--- src/rtl/bram_stream_reader_if.sv ---
// Command, output stream and RAM port bundle for bram_stream_reader.
// The master modport is the reader itself; slave is the surrounding logic.
interface bram_stream_reader_if #(
  parameter int DATA_WIDTH = 128,
  parameter int ADDR_WIDTH = 6
);
  logic                  cmd_valid;
  logic                  cmd_ready;
  logic [ADDR_WIDTH-1:0] cmd_addr;
  logic [ADDR_WIDTH-1:0] cmd_len;
  logic                  out_valid;
  logic                  out_ready;
  logic [DATA_WIDTH-1:0] out_data;
  logic                  out_last;
  logic                  bram_en;
  logic                  bram_we;
  logic [ADDR_WIDTH-1:0] bram_addr;
  logic [DATA_WIDTH-1:0] bram_di;
  logic [DATA_WIDTH-1:0] bram_do;
  logic                  busy;

  modport master (
    input  cmd_valid, cmd_addr, cmd_len,
    input  out_ready, bram_do,
    output cmd_ready, out_valid, out_data, out_last,
    output bram_en, bram_we, bram_addr, bram_di, busy
  );

  modport slave (
    output cmd_valid, cmd_addr, cmd_len,
    output out_ready, bram_do,
    input  cmd_ready, out_valid, out_data, out_last,
    input  bram_en, bram_we, bram_addr, bram_di, busy
  );
endinterface

--- src/rtl/bram_stream_reader.sv ---
// Burst reader for single-cycle-latency block RAMs; a 2-entry
// credit-managed buffer hides the read latency on the output stream.
module bram_stream_reader #(
  parameter int DATA_WIDTH = 128,
  parameter int ADDR_WIDTH = 6
) (
  input logic                    clk,
  input logic                    resetn,
  bram_stream_reader_if.master   bus
);
  typedef enum logic {IDLE, ISSUE} state_t;

  state_t                state;
  logic [ADDR_WIDTH-1:0] addr;
  logic [ADDR_WIDTH-1:0] remaining;
  logic [ADDR_WIDTH-1:0] last_addr;
  logic                  inflight;
  logic                  inflight_last;
  logic [DATA_WIDTH-1:0] fdata [2];
  logic [1:0]            flast;
  logic                  rd_ptr;
  logic                  wr_ptr;
  logic [1:0]            count;
  logic [1:0]            pending;
  logic                  pop;
  logic                  issue;

  assign pop     = (count != 2'd0) && bus.out_ready;
  assign pending = count + {1'b0, inflight};
  // A pop this cycle frees a slot, so issue may resume in the same cycle.
  assign issue   = (state == ISSUE) &&
                   ((pending - {1'b0, pop}) < 2'd2);

  assign bus.cmd_ready = (state == IDLE);
  assign bus.out_valid = (count != 2'd0);
  assign bus.out_data  = fdata[rd_ptr];
  assign bus.out_last  = flast[rd_ptr];
  assign bus.bram_en   = issue;
  assign bus.bram_addr = issue ? addr : last_addr;
  assign bus.bram_we   = 1'b0;
  assign bus.bram_di   = '0;
  assign bus.busy      = (state == ISSUE) || inflight ||
                         (count != 2'd0);

  always_ff @(posedge clk or negedge resetn) begin
    if (!resetn) begin
      state         <= IDLE;
      addr          <= '0;
      remaining     <= '0;
      last_addr     <= '0;
      inflight      <= 1'b0;
      inflight_last <= 1'b0;
      fdata[0]      <= '0;
      fdata[1]      <= '0;
      flast         <= 2'b00;
      rd_ptr        <= 1'b0;
      wr_ptr        <= 1'b0;
      count         <= 2'd0;
    end else begin
      if (pop)
        rd_ptr <= ~rd_ptr;
      if (inflight) begin
        fdata[wr_ptr] <= bus.bram_do;
        flast[wr_ptr] <= inflight_last;
        wr_ptr        <= ~wr_ptr;
      end
      count    <= count + {1'b0, inflight} - {1'b0, pop};
      inflight <= issue;
      if (issue) begin
        inflight_last <= (remaining == '0);
        last_addr     <= addr;
        addr          <= addr + 1'b1;
        remaining     <= remaining - 1'b1;
      end
      unique case (state)
        IDLE: begin
          if (bus.cmd_valid) begin
            addr      <= bus.cmd_addr;
            remaining <= bus.cmd_len;
            state     <= ISSUE;
          end
        end
        ISSUE: begin
          if (issue && (remaining == '0))
            state <= IDLE;
        end
        default: state <= IDLE;
      endcase
    end
  end
endmodule

--- src/flat_wrapper.sv ---
// flat-port wrapper written by rule: the top's interface ports become plain ports
module bram_stream_reader_flat 
#(
  parameter int DATA_WIDTH = 128,
  parameter int ADDR_WIDTH = 6
)
  (clk, resetn, bus_cmd_valid, bus_cmd_addr, bus_cmd_len, bus_out_ready, bus_bram_do, bus_cmd_ready, bus_out_valid, bus_out_data, bus_out_last, bus_bram_en, bus_bram_we, bus_bram_addr, bus_bram_di, bus_busy);
  bram_stream_reader_if #(.DATA_WIDTH(DATA_WIDTH), .ADDR_WIDTH(ADDR_WIDTH)) bus_i ();
  input logic clk;
  input logic resetn;
  input wire logic [$bits(bus_i.cmd_valid)-1:0] bus_cmd_valid;
  input wire logic [$bits(bus_i.cmd_addr)-1:0] bus_cmd_addr;
  input wire logic [$bits(bus_i.cmd_len)-1:0] bus_cmd_len;
  input wire logic [$bits(bus_i.out_ready)-1:0] bus_out_ready;
  input wire logic [$bits(bus_i.bram_do)-1:0] bus_bram_do;
  output wire logic [$bits(bus_i.cmd_ready)-1:0] bus_cmd_ready;
  output wire logic [$bits(bus_i.out_valid)-1:0] bus_out_valid;
  output wire logic [$bits(bus_i.out_data)-1:0] bus_out_data;
  output wire logic [$bits(bus_i.out_last)-1:0] bus_out_last;
  output wire logic [$bits(bus_i.bram_en)-1:0] bus_bram_en;
  output wire logic [$bits(bus_i.bram_we)-1:0] bus_bram_we;
  output wire logic [$bits(bus_i.bram_addr)-1:0] bus_bram_addr;
  output wire logic [$bits(bus_i.bram_di)-1:0] bus_bram_di;
  output wire logic [$bits(bus_i.busy)-1:0] bus_busy;
  assign bus_i.cmd_valid = bus_cmd_valid;
  assign bus_i.cmd_addr = bus_cmd_addr;
  assign bus_i.cmd_len = bus_cmd_len;
  assign bus_i.out_ready = bus_out_ready;
  assign bus_i.bram_do = bus_bram_do;
  assign bus_cmd_ready = bus_i.cmd_ready;
  assign bus_out_valid = bus_i.out_valid;
  assign bus_out_data = bus_i.out_data;
  assign bus_out_last = bus_i.out_last;
  assign bus_bram_en = bus_i.bram_en;
  assign bus_bram_we = bus_i.bram_we;
  assign bus_bram_addr = bus_i.bram_addr;
  assign bus_bram_di = bus_i.bram_di;
  assign bus_busy = bus_i.busy;
  bram_stream_reader #(.DATA_WIDTH(DATA_WIDTH), .ADDR_WIDTH(ADDR_WIDTH)) u_core (.clk(clk), .resetn(resetn), .bus(bus_i));
endmodule
--- config.mk ---
export PLATFORM = sky130hd
export DESIGN_NAME = bram_stream_reader_flat
export DESIGN_NICKNAME = d
export VERILOG_FILES = /design/src/rtl/bram_stream_reader_if.sv /design/src/rtl/bram_stream_reader.sv /design/src/flat_wrapper.sv
export SDC_FILE = /design/constraint.sdc
export NUM_CORES = 1
export LEC_CHECK = 0
export BUFFER_PORTS_ARGS = -buffer_cell sky130_fd_sc_hd__buf_2
export CAP_MARGIN = 20
export CORE_MARGIN = 1
export CORE_UTILIZATION = 35
export CTS_BUF_LIST = sky130_fd_sc_hd__clkbuf_16
export DETAILED_ROUTE_END_ITERATION = 8
export PLACE_DENSITY = 0.61
export SLEW_MARGIN = 20
export SYNTH_ARGS = -nofsm -noshare
export SYNTH_HDL_FRONTEND = slang
export SYNTH_SLANG_ARGS = --single-unit
--- constraint.sdc ---
create_clock -name clk -period 4.35 [get_ports clk]
set_input_delay 0.6525 -clock clk [delete_from_list [all_inputs] [get_ports clk]]
set_output_delay 0.6525 -clock clk [all_outputs]
set_load 0.02 [all_outputs]
# ---- After elaboration in Yosys (flattened, before gate mapping)
# Cells that the tools add are included.
dict set report word_totals {
  regBits 283
  inputBits 144
  out_inout_bits 268
  word_cells 58
}
dict set report op_classes {
  add_sub_neg 4
  magnitude_cmp 7
  n_mux 21
  n_bitwise 5
  n_reduce_logical 9
}
# op count
set op_table {}
lappend op_table {{two-way mux 128 bit} 4}
lappend op_table {{bitwise mux 256 bit} 1}
lappend op_table {{demux 128 bit (select 1 bit)} 1}
lappend op_table {{two-way mux 6 bit} 7}
lappend op_table {{adder 6 x 1 -> 6 bit (second input constant)} 1}
lappend op_table {{zero test 6 bit} 1}
lappend op_table {{subtractor 6 x 1 -> 6 bit (second input constant)} 1}
lappend op_table {{logical AND 1 bit} 5}
lappend op_table {{two-way mux 1 bit} 5}
lappend op_table {{>= comparator 2 bit (second input constant)} 2}
lappend op_table {{less-than comparator 1 x 2 -> 1 bit (second input constant)} 2}
lappend op_table {{NOT 1 -> 2 bit} 2}
lappend op_table {{NOT 1 bit} 3}
lappend op_table {{adder 2 x 1 -> 2 bit} 1}
lappend op_table {{bitwise mux 2 bit} 1}
lappend op_table {{logical OR 1 bit} 2}
lappend op_table {{less-than comparator 2 x 1 -> 1 bit (second input constant)} 1}
lappend op_table {{less-than comparator 2 bit (second input constant)} 1}
lappend op_table {{one-hot mux 1 bit (2 select lines)} 1}
lappend op_table {{nonzero test 2 bit} 1}
lappend op_table {{subtractor 2 x 1 -> 2 bit} 1}
lappend op_table {{demux 1 bit (select 1 bit)} 1}
lappend op_table {{>= comparator 1 bit (second input constant)} 1}

# ---- Longest topological paths before layout
# Gate-level depths: netlist (run 1).
dict set report logic_depth {
  depth_word 8
  depth_mapped 10
  mapped_depth_nobuf 9
}

# ---- Worst setup path after synthesis (run 1)
# OpenSTA, ideal clock, no wires.
dict set report synth_path {
  path_type {flip-flop to output port}
  startpoint {reg u_core.count[1]}
  endpoint {out bus_bram_addr[0]}
  arrival_time_ns 2.273
  required_time_ns 3.697
  setup_slack_ns 1.424
  path_stages_with_launch 9
  cell_sequence {dfrtp_1 or2_2 and2_1 ha_1 inv_1 ha_1 xnor3_2 nand2_1 mux2_2}
}
dict set report synth_between {
  elab_chain_len 6
}
# item line
set synth_lines {}
lappend synth_lines {{from (decl)} bram_stream_reader.sv:23} ;# logic [1:0] count;
lappend synth_lines {{from (signal assigned)} bram_stream_reader.sv:67} ;# count <= count + {1'b0, inflight} - {1'b0, pop};
lappend synth_lines {{nonzero test 2 bit} n/a}
lappend synth_lines {{via bus_out_valid} flat_wrapper.sv:17} ;# output wire logic [$bits(bus_i.out_valid)-1:0] bus_out_valid;
lappend synth_lines {{logical AND 1 bit} bram_stream_reader.sv:28} ;# assign pop = (count != 2'd0) && bus.out_ready;
lappend synth_lines {{via u_core.pop} bram_stream_reader.sv:25} ;# logic pop;
lappend synth_lines {{subtractor 2 x 1 -> 2 bit} bram_stream_reader.sv:32} ;# ((pending - {1'b0, pop}) < 2'd2);
lappend synth_lines {{less-than comparator 2 bit} bram_stream_reader.sv:32}
lappend synth_lines {{logical AND 1 bit} bram_stream_reader.sv:31} ;# assign issue = (state == ISSUE) &&
lappend synth_lines {{two-way mux 6 bit} bram_stream_reader.sv:39} ;# assign bus.bram_addr = issue ? addr : last_addr;
lappend synth_lines {{to (decl)} flat_wrapper.sv:22} ;# output wire logic [$bits(bus_i.bram_addr)-1:0] bus_bram_addr;
# The timed path passes the listed nets, and every way through them passes these cells.

# ---- Worst setup path after layout (run 1)
dict set report layout_path {
  startpoint {reg u_core.count[1]}
  endpoint {out bus_bram_addr[2]}
}
dict set report layout_between {
  elab_chain_len 6
}
# item line
set layout_lines {}
lappend layout_lines {{nonzero test 2 bit} bram_stream_reader.sv:28}
lappend layout_lines {{logical AND 1 bit} bram_stream_reader.sv:28}
lappend layout_lines {{via u_core.pop} bram_stream_reader.sv:25}
lappend layout_lines {{subtractor 2 x 1 -> 2 bit} bram_stream_reader.sv:32}
lappend layout_lines {{less-than comparator 2 bit} bram_stream_reader.sv:32}
lappend layout_lines {{logical AND 1 bit} bram_stream_reader.sv:31}
lappend layout_lines {{two-way mux 6 bit} bram_stream_reader.sv:39}
# The timed path passes the listed nets, and every way through them passes these cells.

==> run summary, run 1 <==
==========================================================================================
Status                                                                           completed
Combinational fraction of design power                                               48.5%
Number of input and output port buffers inserted                                       282
Cell with the most instances on the worst path                                sky130_fd_sc_hd__ha_1
Post-Place Worst Slack                                                            1.092 ns
Synth top area share                                                                53.55%
Number of buffers inserted for hold repair after clock tree synthesis                    0
Clock tree from TritonCTS                                                            built
Leading area contributor after synthesis                                      sky130_fd_sc_hd__dfrtp_1
Net Sw Frac                                                                         37.70%
Later-pin clock latency in the skew report                                         0.51 ns
Final worst-path setup slack                                                     0.6211 ns
Leakage power of the design                                                       7.248 nW
Final count of negative-setup-slack endpoints                                            0
Total number of vias                                                                 7,898
Clock edge transition at the registers on the reported setup and hold paths        0.06 ns
Final weighted congestion in routability-driven placement                           0.7406
Number of enable-type register cells in the synthesized netlist                          0
Maximum net fanout on the critical path                                                 12
Setup TNS                                                                             0 ns
Antenna violation net count after detailed routing                                       0
Die area                                                                        38,560 µm²
Reg power frac                                                                       32.7%
Maximum number of pins on one net before global-route repair                            88
Fin Hold WS                                                                      0.1353 ns
Worst clock skew                                                                0.01035 ns
Max cap viols                                                                            0
Power Dens Cells                                                              912.8 nW/µm²
Height of the die                                                                 196.4 µm
Hold Fails Final Rpt                                                                     0
Floorplan core area                                                             36,870 µm²
Remaining DRCs                                                                           0
Xor and xnor area share after synthesis                                            0.3122%
Crit end category                                                             primary output
Data required, critical path                                                       3.70 ns
Register area share after synthesis                                                 53.55%
Synth unique cells                                                                      34
Vias in the first global route                                                       8,148
CTS root buffer                                                               sky130_fd_sc_hd__clkbuf_16
Adder-cell area share of the yosys netlist                                         0.4731%
H-Tree Depth                                                                             2
Routed wire length                                                                28.43 mm
Worst Path Arrival                                                                 3.08 ns
Global-route wire length before repair                                            44.46 mm
Number of placement rows                                                                70
Die extent in x                                                                   196.4 µm
Detail-routed via count per cell                                                     4.526
Routed len/inst                                                                   16.29 µm
Internal                                                                          8.992 mW
Top-level port count                                                                   412
Slew at the pin closest to its max-slew limit                                    0.7213 ns
P_sw                                                                              5.441 mW
Gr ovfl total                                                                            0
Number of buffers inserted by post-CTS setup repair                                      0
Min-delay worst type                                                              in2async
Final worst-path cycle share                                                        85.72%
Cell-by-cell listing of the critical path                                     or2_2, and2_1, ha_1, inv_1, ha_1, xnor3_2, nand2_1, mux2_2, buf_2
RSZ-0062 raised after global routing                                                    no
DP Wirelength                                                                     18.74 mm
GR Util All Layers                                                                  14.51%
Worst ir drop on vdd                                                              631.0 µV
Slowest library cell on the worst path                                        sky130_fd_sc_hd__mux2_2
Final-report max-slew violation count                                                    0
Post-CTS resize count                                                                    0
Simple logic cell fraction of the synthesized area                                  1.608%
Num CTS Buffers                                                                         34
Number of detailed-routing iterations run before antenna repair                          4
Number of flip-flops and latches in the synthesized netlist                            283
Antenna violations before repair                                                         1
Layout area overhead                                                                19.58%
Async set or reset register ratio after synthesis                                   100.0%
Most common flop cell mapped by yosys                                         sky130_fd_sc_hd__dfrtp_1
CP startpoint kind                                                               flip-flop
Max incr delay on CP                                                               0.39 ns
Post-Syn Area                                                                   13,220 µm²
Proportion of synthesized area in mux cells                                         33.38%
Part of the total power dissipated in the clock network                              18.8%
Clock sink count                                                                       283
Ratio of cells with drive above 1 in the final layout                               59.44%
Total power of the final layout                                                   14.43 mW
Final worst path period need                                                      3.729 ns
Number of DRC violations after detailed-routing iteration 0                            190
Buffers & Inverters on Critical Path                                                     2
Family with the most delay on the worst path                                  simple AND/OR/NAND/NOR gates
Longest Clk Path Bufs                                                                    3
Warnings from Yosys                                                                      0
Combinational family with the most area after synthesis                       multiplexers
Post-synthesis compound-gate area fraction                                          1.362%
Starting density of the core                                                        35.86%
Count of mapped cells out of synthesis                                                 939
NumNets Final                                                                        1,367
Top cells by area in the synthesized netlist                                  sky130_fd_sc_hd__dfrtp_1 54%, sky130_fd_sc_hd__mux2_2 33%, sky130_fd_sc_hd__buf_4 7.3%
Setup Crit Path Kind                                                               reg2out
Post-Syn Area per Cell                                                           14.08 µm²
Headroom to the max-slew limit                                                      51.92%
Highest attainable clock frequency                                              0.2682 GHz
==========================================================================================
==> cell type report <==
type	instances	area (µm²)
clock inverters	21	141.4
clock buffers	37	925.9
inverters	12	45.04
fillers	3458	21060
multi-input cells	595	5410
repair buffers	292	1572
diodes	1	2.502
well taps	504	630.6
flip-flops and latches	283	7086
==> worst paths after layout <==
| path | slack, ns | depth (start not counted) | end | startpoint |
|---|---|---|---|---|
| min in group clk | 0.36 | 3 | u_core.addr[2] | bus_cmd_addr[2] |
| min | 0.14 | 1 | u_core.fdata[72] | resetn |
| min reg2reg | 0.48 | 2 | u_core.flast[1] | u_core.flast[1] |
| max reg2reg | 1.67 | 9 | u_core.remaining[4] | u_core.count[1] |
| max in group asynchronous | 3.31 | 2 | u_core.fdata[161] | resetn |
| max | 0.62 | 9 | bus_bram_addr[2] | u_core.count[1] |
==> worst register-to-register path, stage by stage (launching register included) <==
cell and delay (ns):
sky130_fd_sc_hd__dfrtp_1 0.37, sky130_fd_sc_hd__or2_2 0.31, sky130_fd_sc_hd__and2_1 0.18, sky130_fd_sc_hd__ha_1 0.27
sky130_fd_sc_hd__inv_1 0.04, sky130_fd_sc_hd__ha_1 0.17, sky130_fd_sc_hd__xnor3_2 0.38, sky130_fd_sc_hd__inv_2 0.16
sky130_fd_sc_hd__or4_1 0.54, sky130_fd_sc_hd__a31oi_1 0.17
==> power by group through the flow <==
| stage | clock, mW | combinational (mW) | sequential [mW] |
|---|---|---|---|
| 3_5_place_dp | 0 | 7.10 | 4.75 |
| 6_report | 2.72 | 7.00 | 4.71 |
| 3_3_place_gp | 0 | 7.02 | 4.68 |
| 5_1_grt | 2.92 | 7.53 | 4.89 |
| 4_1_cts | 2.82 | 7.12 | 4.71 |
| 2_1_floorplan | 0 | 5.44 | 4.48 |
==> cells in the final DEF, fill, tap and decap left out, types with 2 or more instances in the layout <==
cell                        netlist  routed
sky130_fd_sc_hd__ha_1             5       5
sky130_fd_sc_hd__a31oi_1          7       7
sky130_fd_sc_hd__dfrtp_1        283     282
sky130_fd_sc_hd__inv_1           11      15
sky130_fd_sc_hd__clkinv_2         0       4
sky130_fd_sc_hd__nand3_1          5       5
sky130_fd_sc_hd__o211ai_1         3       3
sky130_fd_sc_hd__nand4_1          4       4
sky130_fd_sc_hd__or4_1            5       5
sky130_fd_sc_hd__or2_2            2       2
sky130_fd_sc_hd__mux2_2         392     392
sky130_fd_sc_hd__a31o_2           2       2
sky130_fd_sc_hd__clkinv_1         0      10
sky130_fd_sc_hd__buf_4          129       4
sky130_fd_sc_hd__o21ai_0          2       2
sky130_fd_sc_hd__bufinv_16        0       2
sky130_fd_sc_hd__a211oi_1         4       4
sky130_fd_sc_hd__nand2b_1         2       2
sky130_fd_sc_hd__nor2_1          11      10
sky130_fd_sc_hd__nand2_1          7       6
sky130_fd_sc_hd__buf_2           21     281
sky130_fd_sc_hd__clkbuf_16        0      37
sky130_fd_sc_hd__o31ai_1          4       4
sky130_fd_sc_hd__conb_1           1     129
sky130_fd_sc_hd__xor2_1           2       2
sky130_fd_sc_hd__buf_12           0       6
==> metrics by stage <==
step / cell area, µm² / utilization [%] / instances
5_1_grt: 15810 / 42.88 / 1744
2_1_floorplan: 13700 / - / 1067
3_3_place_gp: 14740 / 39.98 / 1686
6_report: 15810 / 42.88 / 1745
4_1_cts: 15810 / 42.88 / 1744
3_5_place_dp: 14740 / 39.98 / 1686
==> kinds of logic (layout without fill, tap and decap cells) <==
| family | after synthesis | after routing |
|---|---|---|
| AOI/OAI and AO/OA | 25 | 25 |
| xor gates and xnor gates | 3 | 3 |
| adders and majority gates | 5 | 5 |
| buffers and inverters | 189 | 362 |
| DFF | 283 | 283 |
| muxes | 392 | 392 |
| other | 1 | 130 |
| and+or+nand+nor | 41 | 41 |
==> synthesized netlist by cell type, types with 4 or more instances <==
| cell type | n |
|---|---|
| sky130_fd_sc_hd__o31ai_1 | 4 |
| sky130_fd_sc_hd__nand3_1 | 5 |
| sky130_fd_sc_hd__nand2_1 | 7 |
| sky130_fd_sc_hd__or4_1 | 5 |
| sky130_fd_sc_hd__a211oi_1 | 4 |
| sky130_fd_sc_hd__inv_1 | 11 |
| sky130_fd_sc_hd__buf_4 | 129 |
| sky130_fd_sc_hd__buf_1 | 4 |
| sky130_fd_sc_hd__nor2_1 | 11 |
| sky130_fd_sc_hd__ha_1 | 5 |
| sky130_fd_sc_hd__nand4_1 | 4 |
| sky130_fd_sc_hd__buf_2 | 21 |
| sky130_fd_sc_hd__dfrtp_1 | 283 |
| sky130_fd_sc_hd__clkbuf_1 | 22 |
| sky130_fd_sc_hd__a31oi_1 | 7 |
| sky130_fd_sc_hd__mux2_2 | 392 |
==> registers in the layout, summed over array words and instances, names as in the netlist <==
name and cells:
u_core.addr 6, u_core.count 2, u_core.fdata 256, u_core.flast 2
u_core.inflight 1, u_core.inflight_last 1, u_core.last_addr 6, u_core.rd_ptr 1
u_core.remaining 6, u_core.state 1, u_core.wr_ptr 1
==> routing by layer <==
layer | vias up | wire length (µm) | share of wire, % | GRT usage (%)
met2 | 251 | 13630 | 48 | 23.68
met5 | - | 0 | 0 | 0
li1 | 3623 | - | - | -
met4 | 0 | 543 | 1.9 | 4.688
met1 | 3987 | 12180 | 43 | 18.40
met3 | 37 | 2073 | 7.3 | 4.295
(Power assumes the default switching activity.)
==> inputs of run 2 (changes only) <==
--- a/config.mk
+++ b/config.mk
@@ -9,7 +9,6 @@
 export CAP_MARGIN = 20
 export CORE_MARGIN = 1
 export CORE_UTILIZATION = 35
-export CTS_BUF_LIST = sky130_fd_sc_hd__clkbuf_16
 export DETAILED_ROUTE_END_ITERATION = 8
 export PLACE_DENSITY = 0.61
 export SLEW_MARGIN = 20
==> run 2 against run 1 <==
Net effect:
- fmax barely moved
- final cell count did not move
- die area did not move
- sequential cell count did not move
- total power rose by 1.4%
- sequential power barely moved
- highest routed layer unchanged
- clock-buffer cell count rose by 14
- worst setup slack got worse by 0.0032 ns
- sequential share of layout area fell by 0.28 points
- critical endpoint unchanged
- clock power rose by 7%
- core utilization rose by 0.27 points
- final area rose by 0.63%
==> run summary, run 2 (synthesis gave the netlist of run 1 again) <==
==========================================================================================
Leading cell type in the layout, fill and taps excluded                       sky130_fd_sc_hd__mux2_2   unchanged
Antenna violations before repair                                                         1   unchanged
Num CTS Buffers                                                                         34   unchanged
Number of buffers inserted for hold repair after clock tree synthesis                    0   unchanged
H-Tree Depth                                                                             2   unchanged
Final-report max-slew violation count                                                    0   unchanged
Number of input and output port buffers inserted                                       282   unchanged
Slew at the pin closest to its max-slew limit                                    0.7175 ns   was 0.7213 ns
Family with the most delay on the worst path                                  simple AND/OR/NAND/NOR gates   unchanged
CTS root buffer                                                               sky130_fd_sc_hd__clkbuf_16   unchanged
Worst Path Arrival                                                                 3.08 ns   about the same
Cell with the most instances on the worst path                                sky130_fd_sc_hd__ha_1   unchanged
Gr ovfl total                                                                            0   unchanged
Cells after DPL                                                                      1,686   unchanged
Register-to-Register Path Depth                                                          9   unchanged
Leakage power of the design                                                       7.288 nW   was 7.248 nW
Number of buffers inserted by post-CTS setup repair                                      0   unchanged
Total number of vias                                                                 7,871   was 7,898
Status                                                                           completed   unchanged
Critical path depth                                                                      9   unchanged
Final count of negative-setup-slack endpoints                                            0   unchanged
Number of detailed-routing iterations run before antenna repair                          4   unchanged
Vias in the first global route                                                       8,141   was 8,148
Die area                                                                        38,560 µm²   unchanged
Clock edge transition at the registers on the reported setup and hold paths        0.06 ns   about the same
Headroom to the max-slew limit                                                      52.17%   was 51.92%
Antenna violation net count after detailed routing                                       0   unchanged
Number of DRC violations after detailed-routing iteration 0                            169   was 190
Later-pin clock latency in the skew report                                         0.51 ns   about the same
CP startpoint kind                                                               flip-flop   unchanged
Highest attainable clock frequency                                              0.2679 GHz   was 0.2682 GHz
Clock sink count                                                                       283   unchanged
Worst clock skew                                                               0.006973 ns   was 0.01035 ns
Die extent in x                                                                   196.4 µm   unchanged
Largest register FFs                                                                   256   unchanged
Starting density of the core                                                        35.86%   unchanged
GR Util All Layers                                                                  14.51%   unchanged
Routed wire length                                                                28.44 mm   was 28.43 mm
RSZ-0062 raised after global routing                                                    no   unchanged
Max cap viols                                                                            0   unchanged
Routed len/inst                                                                   16.30 µm   was 16.29 µm
Longest Clk Path Bufs                                                                    3   unchanged
Power Dens Cells                                                              919.4 nW/µm²   was 912.8 nW/µm²
Hold Fails Final Rpt                                                                     0   unchanged
Non-filler instance count after layout                                               1,745   unchanged
Data required, critical path                                                       3.70 ns   about the same
Maximum net fanout on the critical path                                                 12   unchanged
Commonest non-fill, non-tap cells in the layout                               392 x sky130_fd_sc_hd__mux2_2, 282 x sky130_fd_sc_hd__dfrtp_1, 281 x sky130_fd_sc_hd__buf_2, 129 x sky130_fd_sc_hd__conb_1, 37 x sky130_fd_sc_hd__clkbuf_16   unchanged
Reg2reg setup slack                                                                1.68 ns   was 1.67 ns
Remaining DRCs                                                                           0   unchanged
Max incr delay on CP                                                               0.39 ns   about the same
Cell-by-cell listing of the critical path                                     or2_2, and2_1, ha_1, inv_1, ha_1, xnor3_2, nand2_1, mux2_2, buf_2   unchanged
Top-level port count                                                                   412   unchanged
Setup Crit Path Kind                                                               reg2out   unchanged
Layout area overhead                                                                20.33%   was 19.58%
Global-route wire length before repair                                            44.48 mm   was 44.46 mm
Floorplan core area                                                             36,870 µm²   unchanged
Number of placement rows                                                                70   unchanged
Maximum number of pins on one net before global-route repair                            88   unchanged
Slowest library cell on the worst path                                        sky130_fd_sc_hd__mux2_2   unchanged
Final weighted congestion in routability-driven placement                           0.7406   unchanged
Height of the die                                                                 196.4 µm   unchanged
Setup TNS                                                                             0 ns   unchanged
Clock tree from TritonCTS                                                            built   unchanged
Final worst-path cycle share                                                        85.80%   was 85.72%
Crit end category                                                             primary output   unchanged
Buffers & Inverters on Critical Path                                                     2   unchanged
Fillcell total                                                                       3,449   was 3,458
Largest register by flop count                                                u_core.fdata   unchanged
NumNets Final                                                                        1,367   unchanged
Worst ir drop on vdd                                                              633.4 µV   was 631.0 µV
Ratio of cells with drive above 1 in the final layout                               60.24%   was 59.44%
Final worst path period need                                                      3.732 ns   was 3.729 ns
DP Wirelength                                                                     18.74 mm   unchanged
Post-CTS resize count                                                                    0   unchanged
Detail-routed via count per cell                                                     4.511   was 4.526
Min-delay worst type                                                              in2async   unchanged
==========================================================================================
run 2: changes by cell type in the layout (fill, tap and decap cells not counted), sizes merged:
cell	before	now
inv	16	12
clkbuf	37	51
clkinv	15	5
run 2: path summary, 6_finish.rpt:
path	startpoint	endpoint
max in group asynchronous	resetn	u_core.fdata[31]
min reg2reg	u_core.flast[1]	u_core.flast[1]
max	u_core.count[1]	bus_bram_addr[2]
max reg2reg	u_core.count[1]	u_core.remaining[4]
min in group clk	bus_cmd_addr[2]	u_core.addr[2]
min	resetn	u_core.fdata[72]
run 2: stage by stage:
stage / total power, mW / util [%] / cell area (µm²) / worst slack [ns] / hold slack [ns]
floorplan: 9.918 / - / 13700 / 1.424 / 0.3569
global placement: 11.70 / 39.98 / 14740 / 1.098 / 0.4691
detailed placement: 11.85 / 39.98 / 14740 / 1.092 / 0.4765
CTS: 14.85 / 43.15 / 15910 / 0.5843 / 0.1300
global route: 15.53 / 43.15 / 15910 / 0.4580 / 0.1634
finish: 14.63 / 43.16 / 15910 / 0.6179 / 0.1313
run 2: power by group:
| group | total [mW] | leakage (nW) | internal, mW | switching [mW] |
|---|---|---|---|---|
| combinational | 7.00 | 3.40 | 3.33 | 3.67 |
| sequential | 4.71 | 3.31 | 4.02 | 0.695 |
| clock | 2.92 | 0.581 | 1.82 | 1.09 |
| total | 14.6 | 7.29 | 9.18 | 5.45 |
run 2: layout make-up:
class                           count  area (µm²)  share of cell area (%)
Antenna cell                        1       2.502                 0.01573
Clock buffer                       51        1079                   6.778
Tap cell                          504       630.6                   3.963
Multi-Input combinational cell    595        5410                   34.00
Sequential cell                   283        7086                   44.53
Clock inverter                      7       88.84                  0.5583
Inverter                           12       45.04                  0.2831
Timing Repair Buffer              292        1572                   9.876
run 2: per-layer routing:
metal  wire length, µm  global-route usage (%)  up-vias
li1                  -                       -     3608
met1             12300                   18.36     3979
met2             13570                   23.76      243
met3              1982                   4.209       41
met4               594                   4.774        0
met5                 0                       0        -
run 2: worst register-to-register path: stages, from the launching register on:
cell and delay [ns]:
sky130_fd_sc_hd__dfrtp_1 0.37, sky130_fd_sc_hd__or2_2 0.31, sky130_fd_sc_hd__and2_1 0.18, sky130_fd_sc_hd__ha_1 0.27
sky130_fd_sc_hd__inv_1 0.04, sky130_fd_sc_hd__ha_1 0.17, sky130_fd_sc_hd__xnor3_2 0.37, sky130_fd_sc_hd__inv_2 0.16
sky130_fd_sc_hd__or4_1 0.54, sky130_fd_sc_hd__a31oi_1 0.17
